==> src/rtl/fifo_wr_arbiter_if.sv <==
// Write-side bundle between the producers, the arbiter and the FIFO write port.
// Member names carry the arbiter's view (_i into the arbiter, _o out of it).
interface fifo_wr_arbiter_if #(
  parameter int unsigned width_p   = 8,
  parameter int unsigned num_req_p = 2
);
  logic [num_req_p*width_p-1:0] req_data_i;
  logic [num_req_p-1:0]         req_valid_i;
  logic [num_req_p-1:0]         req_last_i;
  logic [num_req_p-1:0]         req_ready_o;
  logic [width_p-1:0]           data_o;
  logic                         valid_o;
  logic                         ready_i;
  logic [num_req_p-1:0]         grant_o;
  logic                         busy_o;
  logic                         abort_o;

  modport master (
    input  req_data_i, req_valid_i, req_last_i, ready_i,
    output req_ready_o, data_o, valid_o, grant_o, busy_o, abort_o
  );

  modport slave (
    output req_data_i, req_valid_i, req_last_i, ready_i,
    input  req_ready_o, data_o, valid_o, grant_o, busy_o, abort_o
  );
endinterface

==> src/rtl/fifo_wr_arbiter.sv <==
// Packet-atomic round-robin arbiter sharing one FIFO write port among num_req_p producers.
// Optional stall timeout is built only when FIFO_WR_ARB_TIMEOUT_EN is defined.
module fifo_wr_arbiter #(
  parameter int unsigned width_p   = 8,
  parameter int unsigned num_req_p = 2,
  parameter int unsigned timeout_p = 255
) (
  input  logic               clk_i,
  input  logic               reset_i,
  fifo_wr_arbiter_if.master  bus
);

  localparam int unsigned idx_w_lp = $clog2(num_req_p);

  typedef enum logic {
    IDLE,
    LOCK
  } state_e;

  state_e                state_q, state_d;
  logic [idx_w_lp-1:0]   owner_q, owner_d;
  logic [idx_w_lp-1:0]   last_owner_q, last_owner_d;
  logic [num_req_p-1:0]  grant_q, grant_d;
  logic                  busy_q, busy_d;

  logic [idx_w_lp-1:0]   pick;
  logic                  pick_found;
  int unsigned           cand;
  logic                  own_valid;
  logic                  own_last;
  logic                  xfer;

`ifdef FIFO_WR_ARB_TIMEOUT_EN
  localparam int unsigned cnt_w_lp = $clog2(timeout_p + 1);
  logic [cnt_w_lp-1:0]   cnt_q, cnt_d;
  logic                  abort_q, abort_d;
`endif

  // Owner mux: no register in the data path, only the owner sees ready.
  always_comb begin
    own_valid       = 1'b0;
    own_last        = 1'b0;
    bus.data_o      = '0;
    bus.req_ready_o = '0;
    for (int unsigned r = 0; r < num_req_p; r++) begin
      if (state_q == LOCK && owner_q == idx_w_lp'(r)) begin
        own_valid          = bus.req_valid_i[r];
        own_last           = bus.req_last_i[r];
        bus.data_o         = bus.req_data_i[r*width_p +: width_p];
        bus.req_ready_o[r] = bus.ready_i;
      end
    end
  end

  assign bus.valid_o = own_valid;
  assign xfer        = own_valid & bus.ready_i;

  // Round-robin scan starting just after the previous owner.
  always_comb begin
    pick       = '0;
    pick_found = 1'b0;
    cand       = 0;
    for (int unsigned i = 1; i <= num_req_p; i++) begin
      cand = (32'(last_owner_q) + i) % num_req_p;
      if (!pick_found && bus.req_valid_i[idx_w_lp'(cand)]) begin
        pick_found = 1'b1;
        pick       = idx_w_lp'(cand);
      end
    end
  end

  always_comb begin
    state_d      = state_q;
    owner_d      = owner_q;
    last_owner_d = last_owner_q;
    grant_d      = grant_q;
    busy_d       = busy_q;
`ifdef FIFO_WR_ARB_TIMEOUT_EN
    cnt_d        = cnt_q;
    abort_d      = 1'b0;
`endif
    case (state_q)
      IDLE: begin
        if (pick_found) begin
          state_d       = LOCK;
          owner_d       = pick;
          grant_d       = '0;
          grant_d[pick] = 1'b1;
          busy_d        = 1'b1;
`ifdef FIFO_WR_ARB_TIMEOUT_EN
          cnt_d         = '0;
`endif
        end
      end
      LOCK: begin
        if (xfer && own_last) begin
          state_d      = IDLE;
          last_owner_d = owner_q;
          grant_d      = '0;
          busy_d       = 1'b0;
        end
`ifdef FIFO_WR_ARB_TIMEOUT_EN
        // Only owner-idle cycles count; FIFO-full stalls keep valid high and clear it.
        else if (!own_valid) begin
          if (cnt_q == cnt_w_lp'(timeout_p - 1)) begin
            state_d      = IDLE;
            last_owner_d = owner_q;
            grant_d      = '0;
            busy_d       = 1'b0;
            abort_d      = 1'b1;
            cnt_d        = '0;
          end else begin
            cnt_d = cnt_q + 1'b1;
          end
        end else begin
          cnt_d = '0;
        end
`endif
      end
      default: begin
        state_d = IDLE;
        grant_d = '0;
        busy_d  = 1'b0;
      end
    endcase
  end

  always_ff @(posedge clk_i) begin
    if (reset_i) begin
      state_q      <= IDLE;
      owner_q      <= '0;
      last_owner_q <= idx_w_lp'(num_req_p - 1);
      grant_q      <= '0;
      busy_q       <= 1'b0;
`ifdef FIFO_WR_ARB_TIMEOUT_EN
      cnt_q        <= '0;
      abort_q      <= 1'b0;
`endif
    end else begin
      state_q      <= state_d;
      owner_q      <= owner_d;
      last_owner_q <= last_owner_d;
      grant_q      <= grant_d;
      busy_q       <= busy_d;
`ifdef FIFO_WR_ARB_TIMEOUT_EN
      cnt_q        <= cnt_d;
      abort_q      <= abort_d;
`endif
    end
  end

  assign bus.grant_o = grant_q;
  assign bus.busy_o  = busy_q;
`ifdef FIFO_WR_ARB_TIMEOUT_EN
  assign bus.abort_o = abort_q;
`else
  assign bus.abort_o = 1'b0;
`endif

endmodule
==> src/flat_wrapper.sv <==
// flat-port wrapper written by rule: the top's interface ports become plain ports
module fifo_wr_arbiter_flat 
#(
  parameter int unsigned width_p   = 8,
  parameter int unsigned num_req_p = 2,
  parameter int unsigned timeout_p = 255
)
  (clk_i, reset_i, bus_req_data_i, bus_req_valid_i, bus_req_last_i, bus_ready_i, bus_req_ready_o, bus_data_o, bus_valid_o, bus_grant_o, bus_busy_o, bus_abort_o);
  fifo_wr_arbiter_if #(.width_p(width_p), .num_req_p(num_req_p)) bus_i ();
  input  logic clk_i;
  input  logic reset_i;
  input wire logic [$bits(bus_i.req_data_i)-1:0] bus_req_data_i;
  input wire logic [$bits(bus_i.req_valid_i)-1:0] bus_req_valid_i;
  input wire logic [$bits(bus_i.req_last_i)-1:0] bus_req_last_i;
  input wire logic [$bits(bus_i.ready_i)-1:0] bus_ready_i;
  output wire logic [$bits(bus_i.req_ready_o)-1:0] bus_req_ready_o;
  output wire logic [$bits(bus_i.data_o)-1:0] bus_data_o;
  output wire logic [$bits(bus_i.valid_o)-1:0] bus_valid_o;
  output wire logic [$bits(bus_i.grant_o)-1:0] bus_grant_o;
  output wire logic [$bits(bus_i.busy_o)-1:0] bus_busy_o;
  output wire logic [$bits(bus_i.abort_o)-1:0] bus_abort_o;
  assign bus_i.req_data_i = bus_req_data_i;
  assign bus_i.req_valid_i = bus_req_valid_i;
  assign bus_i.req_last_i = bus_req_last_i;
  assign bus_i.ready_i = bus_ready_i;
  assign bus_req_ready_o = bus_i.req_ready_o;
  assign bus_data_o = bus_i.data_o;
  assign bus_valid_o = bus_i.valid_o;
  assign bus_grant_o = bus_i.grant_o;
  assign bus_busy_o = bus_i.busy_o;
  assign bus_abort_o = bus_i.abort_o;
  fifo_wr_arbiter #(.width_p(width_p), .num_req_p(num_req_p), .timeout_p(timeout_p)) u_core (.clk_i(clk_i), .reset_i(reset_i), .bus(bus_i));
endmodule
==> config.mk <==
export PLATFORM = sky130hd
export DESIGN_NAME = fifo_wr_arbiter_flat
export DESIGN_NICKNAME = d
export VERILOG_FILES = /design/src/rtl/fifo_wr_arbiter_if.sv /design/src/rtl/fifo_wr_arbiter.sv /design/src/flat_wrapper.sv
export SDC_FILE = /design/constraint.sdc
export NUM_CORES = 1
export LEC_CHECK = 0
export BUFFER_PORTS_ARGS = -buffer_cell sky130_fd_sc_hd__buf_2
export CAP_MARGIN = 0
export CORE_AREA = 10 10 47 49
export DETAILED_ROUTE_END_ITERATION = 6
export DIE_AREA = 0 0 57 59
export PLACE_DENSITY_LB_ADDON = 0.25
export SKIP_CTS_REPAIR_TIMING = 1
export SYNTH_ARGS = -nofsm -noshare
export SYNTH_HDL_FRONTEND = slang
export SYNTH_SLANG_ARGS = --single-unit
==> constraint.sdc <==
create_clock -name clk_i -period 3.2 [get_ports clk_i]
set_input_delay 0.32 -clock clk_i [delete_from_list [all_inputs] [get_ports clk_i]]
set_output_delay 0.32 -clock clk_i [all_outputs]
set_load 0.02 [all_outputs]
==> flow_summary_export.csv <==
group,metric,value,unit
clock_network,clk_path_buf_depth,2,
final_layout,fillCellCount,159,
sta,layout_worst_path_cycle_share,64.6,%
synth,synth_area_in_compound_gates,9.02,%
final_layout,net_total_in_the_final_layout,113,
final_layout,area_growth_syn_to_layout,42.6,%
die,floorplan.io_pins,38,
sta,fmaxAchievable,483,MHz
synth,synth_xor_area_share,0,%
setup_path,cp.arrival,1.75,ns
power,power-per-cell-area,355,nW/µm²
synth,synth_simple_gate_area_share,33.1,%
job,max_cap_violation_count,0,
place,port-buffer-count,36,
grt,grt-ovfl-total,0,
final_layout,antenna_cells_inserted,0,
sta,maxSlewHeadroom,55.2,%
sta,fin_setup_tns,0,ns
synth,adder_cell_fraction_of_synth_area,0,%
power,ir_drop,0.292,mV
grt,vias_in_the_first_global_route,490,
setup_path,critPathKind,"register to output pin",
detailed_routing,wl_per_instance,12.9,µm
detailed_routing,detail-route-antenna-nets,0,
die,fp-row-count,14,
synth,syn_avg_cell_area,8.48,µm²
synth,seq_area_frac_synth,26.2,%
setup_path,setup.worst_path.end_class,"output pin",
setup_path,path_max_fanout,14,
clock_network,cts.clk_slew.worst_paths,0.05,ns
setup_path,start_kind,"register",
synth,synth_warnings,0,
synth,synth_cells,54,
sta,final_worst_clock_skew,0.00527,ns
final_layout,commonest_non_fill_non_tap_cell_in_the_layout,"sky130_fd_sc_hd__buf_2",
die,dieArea,3360,µm²
die,floorplan.core_area,1400,µm²
place,gp_congestion,0.716,
grt,global_route.usage.met2,12.9,%
die,die_w,57,µm
sta,timing_hold_violations_final,0,
place,dpl_worst_slack,1.38,ns
sta,fin_worst_setup_slack,1.13,ns
detailed_routing,firstDrtPassIters,4,
clock_network,clkSinkCount,6,
synth,mappedNetlistNets,77,
sta,timing.final.setup_violations,0,
clock_network,tritoncts,"done",
detailed_routing,via_per_inst,4.74,
synth,ys_types,22,
grt,grt_use_met3,4.72,%
grt,grt_pass1_wl,2150,µm
grt,top_usage_layer,"met2",
clock_network,clock_insertion_delay_worst_skew,0.25,ns
die,starting_density_of_the_core,32.7,%
synth,synth_top_family_by_area,"simple AND/OR/NAND/NOR gates",
place,place_hpwl,1130,µm
synth,synth.ff_latch_count,6,
sta,max_slew.worst_pin.slew,0.672,ns
grt,grt_start_max_net_pins,17,
run_status,status,"complete, no violations",
detailed_routing,first_iter_violations,4,
final_layout,drive_above_1_share,45.5,%
grt,grt_antenna_before_repair,0,
final_layout,most-common-layout-cells,"sky130_fd_sc_hd__buf_2, sky130_fd_sc_hd__mux2i_1, sky130_fd_sc_hd__nor2b_1",
clock_network,htreeDepth,1,
synth,yosys-mux-area-fraction,24.0,%
synth,syn-cell-area,458,µm²
detailed_routing,drt-total-wl,1340,µm
die,fp.dieH,59,µm
setup_path,timing.critical_path.required,2.88,ns
hold_path,min_path_type,"input pin to register",
clock_network,cts_inserted_buffers,3,
grt,grt_util_met1,8.15,%
sta,rsz0062_at_grt,"no",
clock_network,cts-root-buf,"sky130_fd_sc_hd__clkbuf_4",
grt,grt_use_total,7.89,%
sta,maxSlewViolCount,0,
detailed_routing,drc,0,
sta,finalCriticalPeriod,2.07,ns
power,cellLeakagePower,0.000332,µW
detailed_routing,vias,493,
[final cells by class]
type | instances | area (µm²) | share of cell area [%]
repair buffers | 36 | 180 | 27.6
flip-flops and latches | 6 | 120 | 18.4
clock buffers | 3 | 22.5 | 3.45
inverters | 1 | 3.75 | 0.575
well taps | 16 | 20.0 | 3.07
multi-input cells | 42 | 307 | 46.9
[cell families after synthesis]
kind of cell / count (synthesis)
buffers and inverters: 6
muxes: 11
and+or+nand+nor: 24
other: 1
DFF: 6
AOI/OAI and AO/OA: 6
[sequential cells by signal (all words and copies together), names as in the netlist]
name / cells
u_core.bus.busy_o: 1
u_core.bus.grant_o: 2
u_core.last_owner_q: 1
u_core.owner_q: 1
u_core.state_q: 1
[where the power goes]
| group | internal [µW] | switching [µW] | leakage (µW) |
|---|---|---|---|
| Clock | 42.4 | 27.3 | 0.0000138 |
| Combinational | 34.5 | 38.5 | 0.000269 |
| Sequential | 80.2 | 8.64 | 0.0000496 |
| Total | 157 | 74.5 | 0.000332 |
[worst paths after layout]
check | startpoint | endpoint | slack, ns | depth (start not counted)
setup / recovery | u_core.owner_q | bus_valid_o | 1.13 | 3
hold / removal | reset_i | u_core.owner_q | 0.35 | 2
hold reg to reg | u_core.bus.grant_o[0] | u_core.bus.grant_o[0] | 0.46 | 2
setup reg to reg | u_core.owner_q | u_core.last_owner_q | 1.45 | 3
[cells in the mapped netlist (all sizes together)]
cell    instances  area share, %
a211o           1            1.9
a21oi           1            1.1
and2b           1            1.6
and3            1            1.4
buf             4            5.2
clkbuf          1           0.82
conb            1           0.82
dfxtp           6             26
inv             1           0.82
mux2i          11             24
nand2           4            3.3
nand2b          2            2.7
nand3b          2            3.3
nor2            3            2.5
nor2b           8             11
nor3            2            2.2
nor4b           1            5.2
o21bai          1            1.6
o22ai           2            2.7
o31ai           1            1.6
[through the flow]
| stage | instances | cell area, µm² | utilization, % | power (µW) | hold WS [ns] |
|---|---|---|---|---|---|
| 2_1_floorplan | 54 | 458 | - | 136 | 0.494 |
| 3_3_place_gp | 101 | 631 | 45.0 | 163 | 0.451 |
| 3_5_place_dp | 101 | 631 | 45.0 | 164 | 0.458 |
| 4_1_cts | 104 | 653 | 46.6 | 236 | 0.348 |
| 5_1_grt | 104 | 653 | 46.6 | 250 | 0.358 |
| 6_report | 104 | 653 | 46.6 | 232 | 0.351 |
[critical path: stages (launching register included)]
cell	delay [ns]
sky130_fd_sc_hd__dfxtp_1	0.75
sky130_fd_sc_hd__mux2i_1	0.39
sky130_fd_sc_hd__and2b_1	0.21
sky130_fd_sc_hd__buf_2	0.15
[metal layers]
layer,vias to the layer above,wire length (µm)
li1,253,-
met1,224,488
met2,14,750
met3,2,88
met4,0,16
met5,-,0
No activity file was read; power rests on OpenSTA's default activity.
